$ cat config.mk
export PLATFORM = sky130hd
export DESIGN_NAME = booth_accum
export DESIGN_NICKNAME = d
export VERILOG_FILES = /design/src/rtl/booth_pkg.sv /design/src/rtl/booth_sat_add.sv /design/src/rtl/booth_accum.sv
export SDC_FILE = /design/constraint.sdc
export NUM_CORES = 1
export LEC_CHECK = 0
export ABC_CLOCK_PERIOD_IN_PS = 3600
export CELL_PAD_IN_SITES_DETAIL_PLACEMENT = 0
export CELL_PAD_IN_SITES_GLOBAL_PLACEMENT = 1
export CORE_AREA = 2 2 120 64
export DETAILED_ROUTE_END_ITERATION = 10
export DIE_AREA = 0 0 122 66
export PLACE_DENSITY = 0.78
export SYNTH_ARGS = -nofsm -noshare
export SYNTH_HDL_FRONTEND = slang
export SYNTH_SLANG_ARGS = --single-unit
$ cat constraint.sdc
create_clock -name clk -period 3.6 [get_ports clk]
set_clock_uncertainty 0.1 [all_clocks]
set_input_delay 0.54 -clock clk [delete_from_list [all_inputs] [get_ports clk]]
set_output_delay 0.54 -clock clk [all_outputs]
set_load 0.1 [all_outputs]
$ cat src/rtl/booth_pkg.sv
// Shared types and arithmetic helpers for the Booth product accumulator.
package booth_pkg;

  typedef enum logic {ACCUM, DONE} state_t;

  localparam int BOOTH_PROD_W = 16;
  localparam int SAT_MAX_W    = 64;

  typedef logic signed [SAT_MAX_W-1:0] wide_t;

  // Operands arrive sign-extended from w bits, so their sum cannot overflow 64 bits.
  // The result is {ovf, sum}, with sum sign-extended from w bits.
  function automatic logic [SAT_MAX_W:0] sat_add(input wide_t a, input wide_t b,
                                                 input int unsigned w, input logic sat);
    wide_t sum;
    wide_t max_v;
    wide_t min_v;
    wide_t wrap;
    wide_t res;
    logic  ovf;
    sum   = a + b;
    max_v = (wide_t'(1) <<< (w - 1)) - wide_t'(1);
    min_v = -max_v - wide_t'(1);
    ovf   = (sum > max_v) || (sum < min_v);
    wrap  = (sum <<< (SAT_MAX_W - w)) >>> (SAT_MAX_W - w);
    if (!ovf)    res = sum;
    else if (sat) res = sum[SAT_MAX_W-1] ? min_v : max_v;
    else         res = wrap;
    return {ovf, res};
  endfunction

endpackage

$ cat src/rtl/booth_sat_add.sv
// Combinational accumulate step: sign-extend the product, add, and clamp or wrap on overflow.
module booth_sat_add
  import booth_pkg::*;
#(
  parameter int PROD_W = BOOTH_PROD_W,
  parameter int ACC_W  = 24,
  parameter int SAT    = 1
) (
  input  logic signed [ACC_W-1:0]  acc_i,
  input  logic signed [PROD_W-1:0] prod_i,
  output logic signed [ACC_W-1:0]  sum_o,
  output logic                     ovf_o
);

  wide_t                a_ext;
  wide_t                b_ext;
  logic [SAT_MAX_W:0]   res;
  logic                 res_unused;

  assign a_ext = wide_t'(acc_i);
  assign b_ext = wide_t'(prod_i);
  assign res   = sat_add(a_ext, b_ext, ACC_W, SAT != 0);

  assign ovf_o = res[SAT_MAX_W];
  assign sum_o = res[ACC_W-1:0];
  // Upper sum bits are only the sign extension of sum_o.
  assign res_unused = ^res[SAT_MAX_W-1:ACC_W];

endmodule

$ cat src/rtl/booth_accum.sv
// Sums N_TERMS signed Booth products and hands the result downstream over valid/ready.
module booth_accum
  import booth_pkg::*;
#(
  parameter int PROD_W  = BOOTH_PROD_W,
  parameter int ACC_W   = 24,
  parameter int N_TERMS = 4,
  parameter int SAT     = 1
) (
  input  logic                     clk,
  input  logic                     rst,
  input  logic                     clr,
  input  logic signed [PROD_W-1:0] prod_in,
  input  logic                     prod_valid,
  output logic                     prod_ready,
  output logic signed [ACC_W-1:0]  acc_out,
  output logic                     acc_valid,
  input  logic                     acc_ready,
  output logic                     ovf,
  output logic [7:0]               term_cnt
);

  state_t                  state_q, state_d;
  logic signed [ACC_W-1:0] acc_q, acc_d;
  logic                    ovf_q, ovf_d;
  logic [7:0]              cnt_q, cnt_d;
  logic signed [ACC_W-1:0] sum;
  logic                    add_ovf;

  booth_sat_add #(.PROD_W(PROD_W), .ACC_W(ACC_W), .SAT(SAT)) u_add (
    .acc_i  (acc_q),
    .prod_i (prod_in),
    .sum_o  (sum),
    .ovf_o  (add_ovf)
  );

  always_ff @(posedge clk) begin
    if (rst) begin
      state_q <= ACCUM;
      acc_q   <= '0;
      ovf_q   <= 1'b0;
      cnt_q   <= '0;
    end else begin
      state_q <= state_d;
      acc_q   <= acc_d;
      ovf_q   <= ovf_d;
      cnt_q   <= cnt_d;
    end
  end

  always_comb begin
    state_d = state_q;
    acc_d   = acc_q;
    ovf_d   = ovf_q;
    cnt_d   = cnt_q;
    if (clr) begin
      state_d = ACCUM;
      acc_d   = '0;
      ovf_d   = 1'b0;
      cnt_d   = '0;
    end else begin
      case (state_q)
        ACCUM: if (prod_valid) begin
          acc_d = sum;
          ovf_d = ovf_q | add_ovf;
          cnt_d = cnt_q + 8'd1;
          if (cnt_q == 8'(N_TERMS - 1)) state_d = DONE;
        end
        DONE: if (acc_ready) begin
          state_d = ACCUM;
          acc_d   = '0;
          ovf_d   = 1'b0;
          cnt_d   = '0;
        end
        default: state_d = ACCUM;
      endcase
    end
  end

  assign prod_ready = (state_q == ACCUM);
  assign acc_valid  = (state_q == DONE);
  assign acc_out    = acc_q;
  assign ovf        = ovf_q;
  assign term_cnt   = cnt_q;

endmodule

==> flow_metrics.tcl, run 1 <==
set metrics [dict create \
    outcome "finished, final reports clean" \
    min_from "acc_out[23]" \
    r2r-start "acc_out[18]" \
    maxCapViolCount 0 \
    final_nets 469 \
    r2r_slack_ns 0.54 \
    slew_headroom_pct 33.8 \
    setup_violations 0 \
    worstHoldPathType "flip-flop to flip-flop" \
    ctsResizeCount 2 \
    synthAdderAreaFrac_pct 13.1 \
    synthSimpleGateAreaFrac_pct 19.3 \
    seq_area_um2 692 \
    crit_fanout 7 \
    die_w_um 122 \
    startpoint_type "primary input" \
    ys_ff_latch 34 \
    sw_frac_of_total_pct 37.5 \
    peakVddDrop_mv 0.191 \
    post_synth_num_cell_types 51 \
    cts-hold-fix-buffers 0 \
    coreArea_mm2 0.00702 \
    hold_viol_final 0 \
    share_comb_of_total_power_pct 40.9 \
    period_needed_ns 3.40 \
    grt_pass1_vias 2653 \
    gp_congestion 0.879 \
    cp_slowest_stage_delay_ns 0.51 \
    die_h_um 66 \
    cts_sinks 34 \
    wl_per_cell_um 15.5 \
    worst_pin_slew_ns 0.990 \
    timing.hold.ws_ns 0.378 \
    synth_xor_area_share_pct 8.65 \
    multi_input_comb_area_mm2 0.00182 \
    globalRouteTotalUtil_pct 21.7 \
    dieArea_mm2 0.00805 \
    fmax_mhz 294 \
    drt_wl_total_mm 8.04 \
    synth_flop_cell "dfxtp_1" \
    worstPathCellList "dlygate4sd2_1, ha_1, a21oi_1, o21ai_0, a311oi_2, a21boi_0, a21o_1, mux2_4, or4_1, a311oi_1" \
    muxShareOfSynthArea_pct 1.83 \
    cts_root_buf "clkbuf_16" \
    p_clk_share_pct 30.2 \
    p_int_w 0.000909 \
    viasPerCell 5.25 \
    rsz0062_at_grt "false" \
    synthesis.area_mm2 0.00253 \
    layout_setup_ws_ns 0.196 \
    grt_max_degree 20 \
    drive_gt1_share_pct 20.6 \
    powerDensity_mw_per_mm2 382 \
    synth_top_family_by_area "compound AO/OA/AOI/OAI gates" \
    place_ws_ns -0.324 \
    rows 22 \
    yosys.area.top_type_share_pct 26.9 \
    period_share_pct 94.6 \
    areaGrowthSynthToFinish_pct 50.2 \
    diodes 0 \
    finalMaxSlewViolations 0 \
    ys_warn_count 0 \
    antenna_found_initial 0 \
    drt_pass1_iterations 4 \
    drc 0 \
    crit_start "prod_in[15]" \
    layout_common_cells "buf_4 (58), clkdlybuf4s50_1 (54), nand2_1 (36)" \
    cts_max_path_buffers 2 \
    grt_pass1_wl_mm 13.5 \
    fill_cells 662 \
    seq_area_frac_synth_pct 26.9 \
    worst_setup_path_end_kind "flip-flop" \
    critPathKind "primary input to flip-flop" \
    cts_buffers 5 \
    antenna_left 0 \
    synth_area_leaders "dfxtp_1 (27%), ha_1 (12%), a21oi_1 (5.3%), nand2_1 (5.3%), xor2_1 (4.5%)" \
    syn-num-nets 356 \
    tritoncts "built" \
    leakagePower_nw 1.63 \
    layout_commonest_cell "buf_4" \
    netlist_instances 309 \
    pwr-share-seq_pct 28.9 \
    crit_required_ns 3.68 \
    synth_compound_area_share_pct 28.3 \
    io_buffers 55 \
    yosysTopAreaCell "dfxtp_1" \
    synth_edf_count 0 \
    slowest_stage "or4_1" \
    vias 2723 \
    clk_pin_slew_ns 0.05 \
    power_switching_w 0.000545 \
    post_cts_buffers 0 \
    syn_avg_cell_area_um2 8.20 \
    cp.arrival_ns 3.49 \
    insertion_delay_ns 0.28 \
    ys_async_sr_fraction_pct 0 \
    io_pins 56 \
    grt-ovfl-total 0 \
    h-tree-depth 2 \
    drtIter0Drc 196 \
    place_hpwl_mm 6.39 \
    initial_core_util_pct 36.1 \
]
registers in the layout (all words and copies together) (netlist names):
register and count:
term_cnt 8, acc_out 24, acc_valid 1, ovf 1
layer usage:
metal | wire (um) | vias up | global-route usage (%)
met5 | 0 | - | 0
met3 | 497 | 2 | 4.66
met4 | 27 | 0 | 4.89
met1 | 4490 | 1270 | 34.3
li1 | - | 1385 | -
met2 | 3030 | 66 | 29.0
kinds of logic (layout without fill, tap and decap cells):
kind of cell / count (synthesis) / count (layout)
AO/OA/AOI/OAI: 105 / 105
XOR/XNOR: 25 / 25
adder cells (fa/ha/maj): 26 / 26
buffers and inverters: 13 / 127
flip-flops: 34 / 34
multiplexers: 4 / 4
AND/OR/NAND/NOR: 102 / 102
cell type report:
class                      instances  share of cell area (%)
multi-input combinational        262                    47.9
timing repair buffer             114                    26.4
sequential                        34                    18.2
clock buffer                       7                    3.75
tap                               96                    3.16
inverter                           5                   0.493
clock inverter                     1                   0.132
synthesized netlist by cell type (2+ instances only):
| cell type | count |
|---|---|
| a32oi_1 | 2 |
| nand4_1 | 5 |
| nor3_1 | 2 |
| nand2_2 | 2 |
| dfxtp_1 | 34 |
| nand2b_1 | 2 |
| o21ai_0 | 13 |
| ha_1 | 25 |
| nor2b_1 | 4 |
| o21a_1 | 5 |
| o31ai_1 | 2 |
| xor2_1 | 13 |
| a21boi_0 | 3 |
| and3_1 | 4 |
| clkbuf_1 | 7 |
| nand2_1 | 36 |
| or4_1 | 2 |
| inv_1 | 5 |
| a21oi_1 | 27 |
| mux2i_1 | 2 |
| nor2_1 | 29 |
| a21o_1 | 9 |
| a311oi_1 | 6 |
| a31oi_1 | 4 |
| o21bai_1 | 2 |
| o22ai_1 | 5 |
| a22o_1 | 5 |
| nand3_1 | 4 |
| o211ai_1 | 13 |
| xnor2_1 | 12 |
| nor4_1 | 2 |
| or2_2 | 2 |
| and4_1 | 2 |
| a211oi_1 | 2 |
final timing paths:
check | endpoint | depth (start not counted)
worst max-delay path | acc_out[21] | 10
worst min register to register | acc_out[23] | 2
worst min-delay path | acc_out[23] | 2
worst max register to register | acc_out[21] | 9
power by group through the flow:
stage	sequential, W	combinational (W)	clock (W)
6_report	0.000420	0.000595	0.000440
5_1_grt	0.000423	0.000639	0.000463
4_1_cts	0.000420	0.000589	0.000450
3_5_place_dp	0.000427	0.000585	0
3_3_place_gp	0.000427	0.000580	0
2_1_floorplan	0.000575	0.000229	0
per-stage QoR:
stage / area (um2) / instances / utilization [%] / total power, W / setup TNS (ns)
2_1_floorplan: 2540 / 309 / - / 0.000804 / 0
3_3_place_gp: 3640 / 511 / 51.8 / 0.00101 / -1.81
3_5_place_dp: 3640 / 511 / 51.8 / 0.00101 / -3.60
4_1_cts: 3790 / 519 / 54.0 / 0.00146 / 0
5_1_grt: 3800 / 519 / 54.2 / 0.00153 / 0
6_report: 3800 / 519 / 54.2 / 0.00145 / 0
worst max-delay path, delay by kind of cell:
family,cells,cell delay [ns]
mux,1,0.30
simple gates,1,0.51
fa+ha+maj,1,0.32
compound gates,6,1.41
buf+inv,1,0.40
(Power assumes the default switching activity.)
==> run 2, diff against run 1 <==
--- a/constraint.sdc
+++ b/constraint.sdc
@@ -3,3 +3,3 @@
 set_input_delay 0.54 -clock clk [delete_from_list [all_inputs] [get_ports clk]]
 set_output_delay 0.54 -clock clk [all_outputs]
-set_load 0.1 [all_outputs]
+set_load 0.05 [all_outputs]
==> flow_metrics.tcl, run 2 (synthesis results as in run 1) <==
set metrics [dict create \
    post_cts_buffers 0 \
    place_hpwl_mm 6.54 \
    drc 0 \
    grt_use_met2_pct 30.4 \
    antenna_found_initial 0 \
    crit_required_ns 3.69 \
    use_met3_pct 4.48 \
    grt_pass1_wl_mm 13.4 \
    slew_headroom_pct 62.6 \
    worst_pin_slew_ns 0.560 \
    io_pins 56 \
    antenna_left 0 \
    wl_per_cell_um 15.8 \
    coreArea_mm2 0.00702 \
    io_buffers 55 \
    drtIter0Drc 159 \
    grt-ovfl-total 0 \
    fill_cells 665 \
    h-tree-depth 2 \
    fin_total_pwr_w 0.00138 \
    areaGrowthSynthToFinish_pct 48.8 \
    cts_buffers 5 \
    layout_common_cells "buf_4 (56), clkdlybuf4s50_1 (54), nand2_1 (36)" \
    largest_register_ffs 24 \
    final_nets 467 \
    rsz0062_at_grt "false" \
    die_h_um 66 \
    drt_wl_total_mm 8.19 \
    worstHoldPathType "flip-flop to flip-flop" \
    globalRouteTotalUtil_pct 21.6 \
    insertion_delay_ns 0.29 \
    viasPerCell 5.35 \
    period_needed_ns 3.49 \
    rows 22 \
    dieArea_mm2 0.00805 \
    layout_commonest_cell "buf_4" \
    cp_slowest_stage_delay_ns 0.51 \
    leakagePower_nw 1.61 \
    diodes 0 \
    hold_viol_final 0 \
    startpoint_type "primary input" \
    vias 2765 \
    powerDensity_mw_per_mm2 366 \
    tritoncts "built" \
    finalMaxSlewViolations 0 \
    setup_violations 0 \
    gp_congestion 0.851 \
    crit_fanout 2 \
    cts_root_buf "clkbuf_16" \
    critPathKind "primary input to flip-flop" \
    cts_sinks 34 \
    final_util_pct 53.7 \
    die_w_um 122 \
    gr-max-usage-layer "met1" \
    worst_setup_path_end_kind "flip-flop" \
    drive_gt1_share_pct 18.3 \
    fmax_mhz 287 \
    period_share_pct 96.9 \
    peakVddDrop_mv 0.182 \
    initial_core_util_pct 36.1 \
    clk_pin_slew_ns 0.05 \
    grt_max_degree 20 \
    cp.arrival_ns 3.57 \
    use_met1_pct 32.8 \
    outcome "finished, final reports clean" \
    critPathTopFamily "compound AO/OA/AOI/OAI gates" \
    grt_pass1_vias 2650 \
    drt_pass1_iterations 4 \
    cts_max_path_buffers 2 \
    maxCapViolCount 0 \
    crit_buf_inv 1 \
    worstPathCellList "clkdlybuf4s50_1, ha_1, a211o_1, a2111oi_2, nor3_2, a21oi_2, a21o_1, mux2_4, or4_1, a311oi_1" \
    cts-hold-fix-buffers 0 \
    slowest_stage "or4_1" \
]
[run 2: routing by layer]
layer,vias to the layer above,routed length (um)
met5,-,0
met4,0,74
met3,6,390
met2,71,3090
met1,1298,4640
li1,1390,-
[run 2: path summary, 6_finish.rpt]
check              startpoint     endpoint  slack (ns)  depth (start not counted)
setup / recovery   prod_in[1]  acc_out[21]        0.11                         10
hold / removal    acc_out[23]  acc_out[23]        0.40                          2
setup reg to reg   acc_out[1]  acc_out[21]        0.44                          9
hold reg to reg   acc_out[23]  acc_out[23]        0.40                          2
[run 2: metrics by stage]
stage	std cells	hold slack, ns	setup TNS, ns	setup slack [ns]	instance area [um2]
floorplan	309	0.585	0	0.159	2530
global placement	509	0.387	-1.48	-0.238	3610
detailed placement	509	0.387	-5.05	-0.368	3610
CTS	517	0.396	0	0.138	3770
global route	517	0.418	0	0.0275	3770
finish	517	0.397	0	0.113	3770
[run 2: repair_timing]
item                                    in CTS  in global routing
endpoints found under the setup margin       1                  0
endpoints found under the hold margin        0                  0
gates resized for setup                      2                  0
[run 2: area by class of cell]
type                            count  area (um2)  share of cell area (%)
Sequential cell                    34         681                    18.1
Inverter                            5        18.8                   0.498
Clock inverter                      2        12.5                   0.332
Clock buffer                        6         139                    3.69
Tap cell                           96         120                    3.19
Timing Repair Buffer              112         990                    26.3
Multi-Input combinational cell    262        1810                    48.0
[run 2: worst reg2reg max path: cells and delay by family (launching register included)]
kind            cells  cell delay (ns)
fa+ha+maj           1             0.27
compound gates      5             1.35
simple gates        2             0.62
mux                 1             0.31
flops               1             0.40
[run 2: power breakdown]
| part | switching, W | internal, W | total [W] |
|---|---|---|---|
| combinational | 0.000280 | 0.000231 | 0.000511 |
| clock | 0.000175 | 0.000274 | 0.000449 |
| sequential | 0.0000208 | 0.000398 | 0.000419 |
| total | 0.000476 | 0.000903 | 0.00138 |
==> run 3, diff against run 2 <==
Settings changed: ABC_AREA set to 1, CORE_AREA 2 2 120 64 to 2 2 133 70, DIE_AREA 0 0 122 66 to 0 0 135 72, MAX_ROUTING_LAYER set to met4, PLACE_DENSITY 0.78 to 0.8.
==> flow_metrics.tcl, run 3 <==
set metrics [dict create \
    crit_fanout 24 \
    critPathKind "primary input to flip-flop" \
    place_inst 673 \
    post_synth_num_cell_types 33 \
    grt-ovfl-total 0 \
    crit_start "prod_in[15]" \
    seq_area_frac_synth_pct 22.0 \
    die_w_um 135 \
    layout_common_cells "nand2_1 (180), inv_1 (57), clkdlybuf4s50_1 (55)" \
    hold_viol_final 0 \
    vias 3298 \
    setup_violations 0 \
    largest_register_ffs 24 \
    drive_gt1_share_pct 6.74 \
    drc 0 \
    dieArea_mm2 0.00972 \
    cts-hold-fix-buffers 0 \
    p_clk_share_pct 36.0 \
    netlist_instances 504 \
    worst_pin_slew_ns 0.520 \
    grt_pass1_vias 2991 \
    syn_avg_cell_area_um2 6.14 \
    worstHoldPathType "flip-flop to flip-flop" \
    cp.arrival_ns 3.10 \
    areaGrowthSynthToFinish_pct 27.8 \
    ys_warn_count 0 \
    synthesis.area_mm2 0.00310 \
    crit_path_frequent_cell "nand2_1" \
    setup_tns_ns 0 \
    ys_ff_latch 34 \
    cts_sinks 34 \
    power_switching_w 0.000511 \
    synth_flop_cell "dfxtp_1" \
    cts_root_buf "clkbuf_16" \
    fin_total_pwr_w 0.00142 \
    critPathTopFamily "simple AND/OR/NAND/NOR gates" \
    fill_cells 949 \
    r2r-start "acc_out[0]" \
    place_ws_ns 0.351 \
    leakagePower_nw 1.85 \
    insertion_delay_ns 0.29 \
    drt_pass1_iterations 4 \
    globalRouteTotalUtil_pct 20.1 \
    layout_commonest_cell "nand2_1" \
    clk_pin_slew_ns 0.06 \
    grt_pass1_wl_mm 14.9 \
    final_util_pct 46.4 \
    startpoint_type "primary input" \
    initial_core_util_pct 36.3 \
    rr_endpoint "acc_out[15]" \
    antenna_found_initial 0 \
    synth_common_cells "nand2_1 (180), inv_1 (57), a21oi_1 (49)" \
    stdcell_count 681 \
    r2r_slack_ns 1.07 \
    rows 24 \
    drtIter0Drc 211 \
    worst_setup_path_end_kind "flip-flop" \
    antenna_left 0 \
    reg2reg_depth 15 \
    ctsResizeCount 0 \
    p_int_w 0.000904 \
    yosysTopAreaCell "dfxtp_1" \
    crit_buf_inv 2 \
    maxCapViolCount 0 \
    wl_per_cell_um 13.2 \
    worstPathCellList "clkdlybuf4s50_1, ha_1, nand2_1, nor2_1, nand2_1, nor2_1, nand2_1, nand3_1, nand2_1, nand2_2, nand2_2, buf_12, nand3_1, nand2_1, a21oi_1" \
    crit_end "acc_out[15]" \
    layout_setup_ws_ns 0.626 \
    sw_frac_of_total_pct 36.1 \
    grt_max_degree 26 \
    viasPerCell 4.84 \
    period_needed_ns 2.97 \
    finalMaxSlewViolations 0 \
    gp_congestion 0.908 \
    cp_slowest_stage_delay_ns 0.62 \
    yosys.area.top_type_share_pct 22.0 \
    tritoncts "built" \
    pwr-share-seq_pct 28.9 \
    ys_async_sr_fraction_pct 0 \
    place_hpwl_mm 6.95 \
    cts_buffers 5 \
    die_h_um 72 \
    cts_max_path_buffers 2 \
    share_comb_of_total_power_pct 35.1 \
    period_share_pct 82.6 \
    rsz0062_at_grt "false" \
    outcome "finished, final reports clean" \
    syn-num-nets 551 \
    post_cts_buffers 0 \
    io_buffers 55 \
    yosysMostFrequentCell "nand2_1" \
    h-tree-depth 2 \
    crit_required_ns 3.72 \
    fmax_mhz 336 \
    io_pins 56 \
    coreArea_mm2 0.00853 \
    slowest_stage "clkdlybuf4s50_1" \
    powerDensity_mw_per_mm2 358 \
    synth_edf_count 0 \
    slew_headroom_pct 65.3 \
    cp.depth 15 \
    drt_wl_total_mm 8.98 \
    peakVddDrop_mv 0.278 \
    synth_area_leaders "dfxtp_1 (22%), nand2_1 (22%), ha_1 (10%), a21oi_1 (7.9%), inv_1 (6.9%)" \
    diodes 0 \
    final_nets 610 \
]
==> run 3: worst min path at each step <==
stage	start	endpoint	slack, ns	cells after the start
after floorplan	ovf	ovf	0.57	2
after global placement	ovf	ovf	0.34	2
after detailed placement	ovf	ovf	0.35	2
after CTS	ovf	ovf	0.36	2
after global routing	ovf	ovf	0.40	2
final	ovf	ovf	0.35	2
==> run 3: power by group through the flow <==
stage,combinational [W],sequential (W),clock [W]
after global routing,0.000549,0.000412,0.000540
after detailed placement,0.000494,0.000417,0
after floorplan,0.000298,0.000475,0
after global placement,0.000492,0.000417,0
final,0.000496,0.000409,0.000510
after CTS,0.000496,0.000409,0.000523
==> run 3: logic make-up (layout without fill, tap and decap cells) <==
| logic type | count (synthesis) | count (layout) | share of synthesized area [%] |
|---|---|---|---|
| compound gates | 65 | 65 | 11.8 |
| fa+ha+maj | 26 | 26 | 10.7 |
| xor+xnor | 15 | 15 | 4.24 |
| buf+inv | 69 | 129 | 9.41 |
| simple gates | 295 | 295 | 41.8 |
| flops | 34 | 34 | 22.0 |
==> run 3: through the flow <==
step                hold WS [ns]  instance area (um2)
finish                     0.353                 3960
global route               0.399                 3960
CTS                        0.358                 3960
detailed placement         0.346                 3790
global placement           0.343                 3790
floorplan                  0.567                 3100
==> run 3: worst register-to-register path, stage by stage, from the launching register on <==
cell and delay, ns:
dfxtp_1 0.33, ha_1 0.21, fa_1 0.47, nand2_1 0.09, nand2_1 0.08, nand3_1 0.10
nand2_2 0.11, nand2_1 0.13, nand3_1 0.11, nand2_1 0.09, nand2_2 0.09, nand2_2 0.10
buf_12 0.19, nand3_1 0.10, nand2_1 0.07, a21oi_1 0.05
==> run 3: cell type report <==
class | count | area [um2] | share of cell area [%]
timing repair buffer | 62 | 616 | 15.5
clock inverter | 3 | 45.0 | 1.14
sequential | 34 | 681 | 17.2
multi-input combinational | 401 | 2120 | 53.7
inverter | 59 | 221 | 5.59
tap | 117 | 146 | 3.70
clock buffer | 5 | 125 | 3.16
==> run 3: layer usage <==
metal | routed length, um | GRT usage, %
met4 | 77 | 4.86
met1 | 5100 | 30.2
met3 | 497 | 4.19
met2 | 3300 | 27.0
met5 | 0 | -
